===== src/rtl/mips_trc_pkg.sv =====
// Shared types and defaults for the memory-write tracer: checker state encoding
// and the default self-check signature (address/value) used by the CPU test programs.
package mips_trc_pkg;

    typedef enum logic [1:0] {
        CHK_RUN  = 2'd0,
        CHK_PASS = 2'd1,
        CHK_FAIL = 2'd2
    } chk_state_t;

    localparam logic [31:0] TRC_DONE_ADDR = 32'h0000_0054;
    localparam logic [31:0] TRC_DONE_DATA = 32'h0000_0007;

endpackage


===== src/rtl/mem_write_tracer_fifo.sv =====
// Synchronous first-word-fall-through FIFO; head read combinationally from storage.
// Latency: pushed entry visible the cycle after the push edge (no bypass).
// Backpressure: push into a full FIFO is dropped (flagged on drop) unless a pop happens in the same cycle.
module trc_fifo #(
    parameter int DEPTH = 8,
    parameter int W     = 64
) (
    input  logic         clk,
    input  logic         res,
    input  logic         push,
    input  logic [W-1:0] din,
    input  logic         pop,
    output logic [W-1:0] dout,
    output logic         full,
    output logic         empty,
    output logic         drop
);

    localparam int PW = $clog2(DEPTH);

    logic [PW:0]  wr_ptr;
    logic [PW:0]  rd_ptr;
    logic [W-1:0] mem [DEPTH];
    logic         pop_ok;
    logic         push_ok;

    assign empty   = (wr_ptr == rd_ptr);
    assign full    = (wr_ptr[PW] != rd_ptr[PW]) && (wr_ptr[PW-1:0] == rd_ptr[PW-1:0]);
    assign pop_ok  = pop && !empty;
    // A pop in the same cycle frees the slot, so a push into a full FIFO still lands.
    assign push_ok = push && (!full || pop_ok);
    assign drop    = push && full && !pop_ok;

    // Head reads as zero when empty so the outputs are clean out of reset.
    assign dout = empty ? '0 : mem[rd_ptr[PW-1:0]];

    always_ff @(posedge clk or negedge res) begin
        if (!res) begin
            wr_ptr <= '0;
            rd_ptr <= '0;
        end else begin
            if (push_ok) wr_ptr <= wr_ptr + 1'b1;
            if (pop_ok)  rd_ptr <= rd_ptr + 1'b1;
        end
    end

    always_ff @(posedge clk) begin
        if (push_ok) mem[wr_ptr[PW-1:0]] <= din;
    end

endmodule


===== src/rtl/mem_write_tracer.sv =====
// Traces every CPU store as (addr, data) into a FWFT buffer and watches for the signature store.
// Latency: store in cycle N is at the head / counted / checked in cycle N+1.
// Backpressure: none towards the CPU; stores arriving at a full buffer are dropped and overflow_o sticks.
// Build option MEMTRC_ADDR_FILTER_EN restricts buffered stores to FILT_LO..FILT_HI.
module mem_write_tracer
    import mips_trc_pkg::*;
#(
    parameter int            DEPTH     = 8,
    parameter int            AW        = 32,
    parameter int            DW        = 32,
    parameter logic [AW-1:0] DONE_ADDR = AW'(TRC_DONE_ADDR),
    parameter logic [DW-1:0] DONE_DATA = DW'(TRC_DONE_DATA),
    parameter logic [AW-1:0] FILT_LO   = '0,
    parameter logic [AW-1:0] FILT_HI   = '1
) (
    input  logic          clk,
    input  logic          res,
    input  logic          memwrite_i,
    input  logic [AW-1:0] addr_i,
    input  logic [DW-1:0] wdata_i,
    output logic          trc_valid_o,
    input  logic          trc_ready_i,
    output logic [AW-1:0] trc_addr_o,
    output logic [DW-1:0] trc_data_o,
    output logic [15:0]   wr_count_o,
    output logic          overflow_o,
    output logic          done_o,
    output logic          pass_o
);

    logic                 push;
    logic [AW+DW-1:0]     head;
    logic                 fifo_full;
    logic                 fifo_empty;
    logic                 fifo_drop;
    chk_state_t           state;
    chk_state_t           state_nxt;

`ifdef MEMTRC_ADDR_FILTER_EN
    assign push = memwrite_i && (addr_i >= FILT_LO) && (addr_i <= FILT_HI);
`else
    logic unused_filt;
    assign unused_filt = ^{FILT_LO, FILT_HI};
    assign push = memwrite_i;
`endif

    trc_fifo #(
        .DEPTH (DEPTH),
        .W     (AW + DW)
    ) u_fifo (
        .clk   (clk),
        .res   (res),
        .push  (push),
        .din   ({addr_i, wdata_i}),
        .pop   (trc_ready_i),
        .dout  (head),
        .full  (fifo_full),
        .empty (fifo_empty),
        .drop  (fifo_drop)
    );

    logic unused_full;
    assign unused_full = fifo_full;

    assign trc_valid_o = !fifo_empty;
    assign trc_addr_o  = head[AW+DW-1:DW];
    assign trc_data_o  = head[DW-1:0];

    always_ff @(posedge clk or negedge res) begin
        if (!res) begin
            wr_count_o <= '0;
            overflow_o <= 1'b0;
        end else begin
            if (memwrite_i && (wr_count_o != 16'hFFFF)) wr_count_o <= wr_count_o + 16'd1;
            if (fifo_drop) overflow_o <= 1'b1;
        end
    end

    // Signature checker: first store to DONE_ADDR decides the verdict for good.
    always_ff @(posedge clk or negedge res) begin
        if (!res) state <= CHK_RUN;
        else      state <= state_nxt;
    end

    always_comb begin
        state_nxt = state;
        done_o    = 1'b0;
        pass_o    = 1'b0;
        case (state)
            CHK_RUN: begin
                if (memwrite_i && (addr_i == DONE_ADDR))
                    state_nxt = (wdata_i == DONE_DATA) ? CHK_PASS : CHK_FAIL;
            end
            CHK_PASS: begin
                done_o = 1'b1;
                pass_o = 1'b1;
            end
            CHK_FAIL: begin
                done_o = 1'b1;
            end
            default: state_nxt = CHK_RUN;
        endcase
    end

endmodule


===== config.mk =====
export PLATFORM = sky130hd
export DESIGN_NAME = mem_write_tracer
export DESIGN_NICKNAME = d
export VERILOG_FILES = /design/src/rtl/mips_trc_pkg.sv /design/src/rtl/mem_write_tracer_fifo.sv /design/src/rtl/mem_write_tracer.sv
export SDC_FILE = /design/constraint.sdc
export NUM_CORES = 1
export LEC_CHECK = 0
export ABC_CLOCK_PERIOD_IN_PS = 13900
export BUFFER_PORTS_ARGS = -buffer_cell sky130_fd_sc_hd__buf_4
export CORE_MARGIN = 2
export CORE_UTILIZATION = 35
export DETAILED_ROUTE_END_ITERATION = 6
export PLACE_DENSITY = 0.51
export RECOVER_POWER = 50
export SYNTH_ARGS = -nofsm -noshare
export SYNTH_HDL_FRONTEND = slang
export SYNTH_HIERARCHICAL = 1
export SYNTH_SLANG_ARGS = --single-unit

===== constraint.sdc =====
create_clock -name clk -period 13.9 [get_ports clk]
set_input_delay 1.39 -clock clk [delete_from_list [all_inputs] [get_ports clk]]
set_output_delay 1.39 -clock clk [all_outputs]
set_load 0.005 [all_outputs]

==> reports/summary.md <==
The wire-length estimate of the detail-placed layout is 27300 µm. After detailed placement, the total cell area comes to 23200 µm². The clock passes through at most 3 buffers.

The total length of routed wires was 49000 µm. Across all layers, the routed design uses 10200 vias. The run gives 152 as the I/O pin count.

The proportion of layout cells with a drive suffix above 1 came out at 0.272. The area growth from synthesis to layout is 16.8%. The multi-input combinational cells in the finished layout cover a total of 4770 µm².

The setup path with the least slack is of type reg2out. For the hold violation count in the final report, the log shows 0. Setup repair after global routing left no endpoint under its margin. In this run the remaining antenna-violating nets after routing total 0.

IR analysis of the VDD net gives a maximum drop of 125 µV. The net switching share of the total power was 0.300; the stage delay of the slowest cell on the critical path was 1.93 ns. The number of maximum-capacitance violations came out at 3. For the net total in the final layout, the log shows 1241. The total internal power was 3.74 mW. In this run the clock root is driven by a sky130_fd_sc_hd__clkbuf_16.

The TritonCTS sink count is 539. For this run, the top clock speed supported by timing is 0.164 GHz. For the number of global-route vias before repair, the log shows 11000. The number of nets handed over by synthesis was 1064.

Shortest clock period the worst path allows after layout: 6.10 ns. The total power per unit cell area is 216 nW/µm². The critical path goes through buf_4, mux4_2, mux2i_1, nor2_1, buf_4. Clock-pin slew was measured on the worst setup and hold paths at 0.07 ns. The tools report the worst slew margin relative to its limit as -0.567. The tools report the first-pass GRT wire length as 73500 µm.

Initial standard-cell utilization of the core: 0.353. By instance count, the cell type seen most on the critical path is sky130_fd_sc_hd__buf_4. Buffers inserted to repair hold after CTS numbered 0. The Yosys step of the flow raised 6 warnings.

TritonCTS built the clock tree. For the total routing usage reported by global routing, the log shows 0.158. The routability congestion estimate is 0.699, and the post-cts repair resize count is 0. The tools report the post-CTS setup repair buffer count as 0. Initial antenna violation count: 4. For the combined flip-flop and latch cell area, the log shows 16100 µm². The average cell area after synthesis is 21.4 µm², and the transition time at the pin with the least slew margin is 2.35 ns. The checks that failed: max-capacitance violations, max-slew violations.

The critical-path maximum fanout was 50. The final worst-path cycle share works out to 0.439. The detailed router finished its first iteration with 710 violations. The first detailed-routing pass ran for 4 iterations. The finished cells cover 24700 µm². The core region is 60000 µm². After technology mapping, the gate count stands at 991. Among all stages on the critical path, the largest delay is contributed by sky130_fd_sc_hd__dfrtp_1. The run gives 0.412 as the final cell utilization of the core. After detailed routing, the number of remaining DRC violations is 0.

The type of element capturing the critical path was an output pin. The critical path startpoint category is a register. The final-report max-slew violation count was 89.

The logs give 2 for the depth of the CTS H-tree and 8.15 nW for the cell leakage power. The count of buffers from port buffering works out to 151. The run gives 12.51 ns as the required time at the worst-slack endpoint.

The depth of the worst hold-timing path works out to 1. The proportion of power drawn by combinational gates came out at 0.308. The worst register-to-register path has a depth of 5. For the post-synthesis instance area, the log shows 21200 µm². Routed wirelength normalized by instance count: 24.5 µm. In this run, CTS created clock tree buffers numbering 57. The power spent charging and discharging nets was 1.60 mW; the area of the die was 62400 µm².

The run finished, with violations left. The floorplan die width is 250 µm, and the leftover overflow at the end of global routing is 0. Entering global routing, the biggest net connects 68 pins. The clock reaches the later pin of the worst-skew pair after 0.62 ns. The tools report the number of core rows as 90. After routing, the total negative slack on setup checks comes to 0 ns.

The power share of the sequential group was 0.412; the average vias per placed instance was 5.12. The number of endpoints failing setup at the final stage was 0. The path class of the tightest hold or removal check is reg2reg.

The die boundary height is 250 µm, and the largest clock skew in the final design is 0.0300 ns. Clock share of power: 0.280. Data on the critical path arrives at its endpoint at 4.71 ns. Number of fillers in the final layout: 5339.
==> worst max-delay path, delay by kind of cell (launching register included) <==
family        cells  cell delay (ns)
buf+inv           2             1.19
flops             1             1.93
mux               2             0.80
simple gates      1             0.07
==> registers in the layout (all words and copies together) (netlist names) <==
signal,flops
overflow_o,1
state,2
u_fifo/mem,512
u_fifo/rd_ptr,4
u_fifo/wr_ptr,4
wr_count_o,16
==> power by group through the flow <==
stage	clock network (mW)	registers (mW)	logic, mW
4_1_cts	1.54	2.21	1.72
5_1_grt	1.60	2.23	1.80
2_1_floorplan	0	2.16	1.08
6_report	1.49	2.20	1.65
3_5_place_dp	0	2.24	1.71
3_3_place_gp	0	2.23	1.71
==> routing by layer <==
| layer | GRT usage | vias to the layer above | wire length (µm) |
|---|---|---|---|
| met5 | 0 | - | 31 |
| li1 | - | 4447 | - |
| met4 | 0.0423 | 6 | 912 |
| met3 | 0.0340 | 62 | 2400 |
| met2 | 0.255 | 192 | 23600 |
| met1 | 0.217 | 5520 | 22100 |
==> cell usage in the layout, fill, tap and decap left out, types with 4 or more instances in the layout <==
cell type                   instances
sky130_fd_sc_hd__bufinv_16          6
sky130_fd_sc_hd__mux4_2           128
sky130_fd_sc_hd__nor2_1            70
sky130_fd_sc_hd__nand2_1           15
sky130_fd_sc_hd__nor3_2             4
sky130_fd_sc_hd__and3_1             6
sky130_fd_sc_hd__inv_1              6
sky130_fd_sc_hd__clkinv_2           9
sky130_fd_sc_hd__clkinv_1          10
sky130_fd_sc_hd__buf_4             88
sky130_fd_sc_hd__ha_1               5
sky130_fd_sc_hd__clkbuf_4          17
sky130_fd_sc_hd__nand4_1           14
sky130_fd_sc_hd__dfrtp_1           25
sky130_fd_sc_hd__nor4b_1            4
sky130_fd_sc_hd__clkbuf_16         57
sky130_fd_sc_hd__clkbuf_1          85
sky130_fd_sc_hd__nand3_1            7
sky130_fd_sc_hd__mux2i_1           67
sky130_fd_sc_hd__nor4_1             9
sky130_fd_sc_hd__a21oi_1            5
sky130_fd_sc_hd__edfxtp_1         512
sky130_fd_sc_hd__xnor2_1           16
sky130_fd_sc_hd__and4_1             4
sky130_fd_sc_hd__nor4_2             4
==> path summary, 6_finish.rpt <==
path | startpoint | endpoint | slack (ns)
max reg2reg | u_fifo/rd_ptr[0]$_DFFE_PN0P_ | u_fifo/mem[3][45]$_DFFE_PP_ | 9.03
max in group asynchronous | res | u_fifo/rd_ptr[2]$_DFFE_PN0P_ | 11.40
min | wr_count_o[7]$_DFFE_PN0P_ | wr_count_o[7]$_DFFE_PN0P_ | 0.51
min in group asynchronous | res | u_fifo/wr_ptr[3]$_DFFE_PN0P_ | 1.24
max | u_fifo/rd_ptr[0]$_DFFE_PN0P_ | trc_data_o[18] | 7.80
min reg2reg | wr_count_o[7]$_DFFE_PN0P_ | wr_count_o[7]$_DFFE_PN0P_ | 0.51
==> final cells by class <==
cell class	count	area share
repair buffers	172	0.0421
inverters	6	0.000911
diodes	1	0.000101
clock buffers	77	0.0616
well taps	782	0.0396
clock inverters	29	0.0127
flip-flops and latches	539	0.650
multi-input cells	392	0.193
==> stage by stage <==
step	setup slack [ns]	std cells	hold WS (ns)	power, mW
2_1_floorplan	4.85	991	0.465	3.23
3_3_place_gp	9.27	1891	0.486	3.94
3_5_place_dp	9.32	1891	0.502	3.95
4_1_cts	8.65	1997	0.509	5.46
5_1_grt	7.16	1998	0.543	5.63
6_report	7.80	1998	0.509	5.34
No activity file was read; power rests on OpenSTA's default activity.
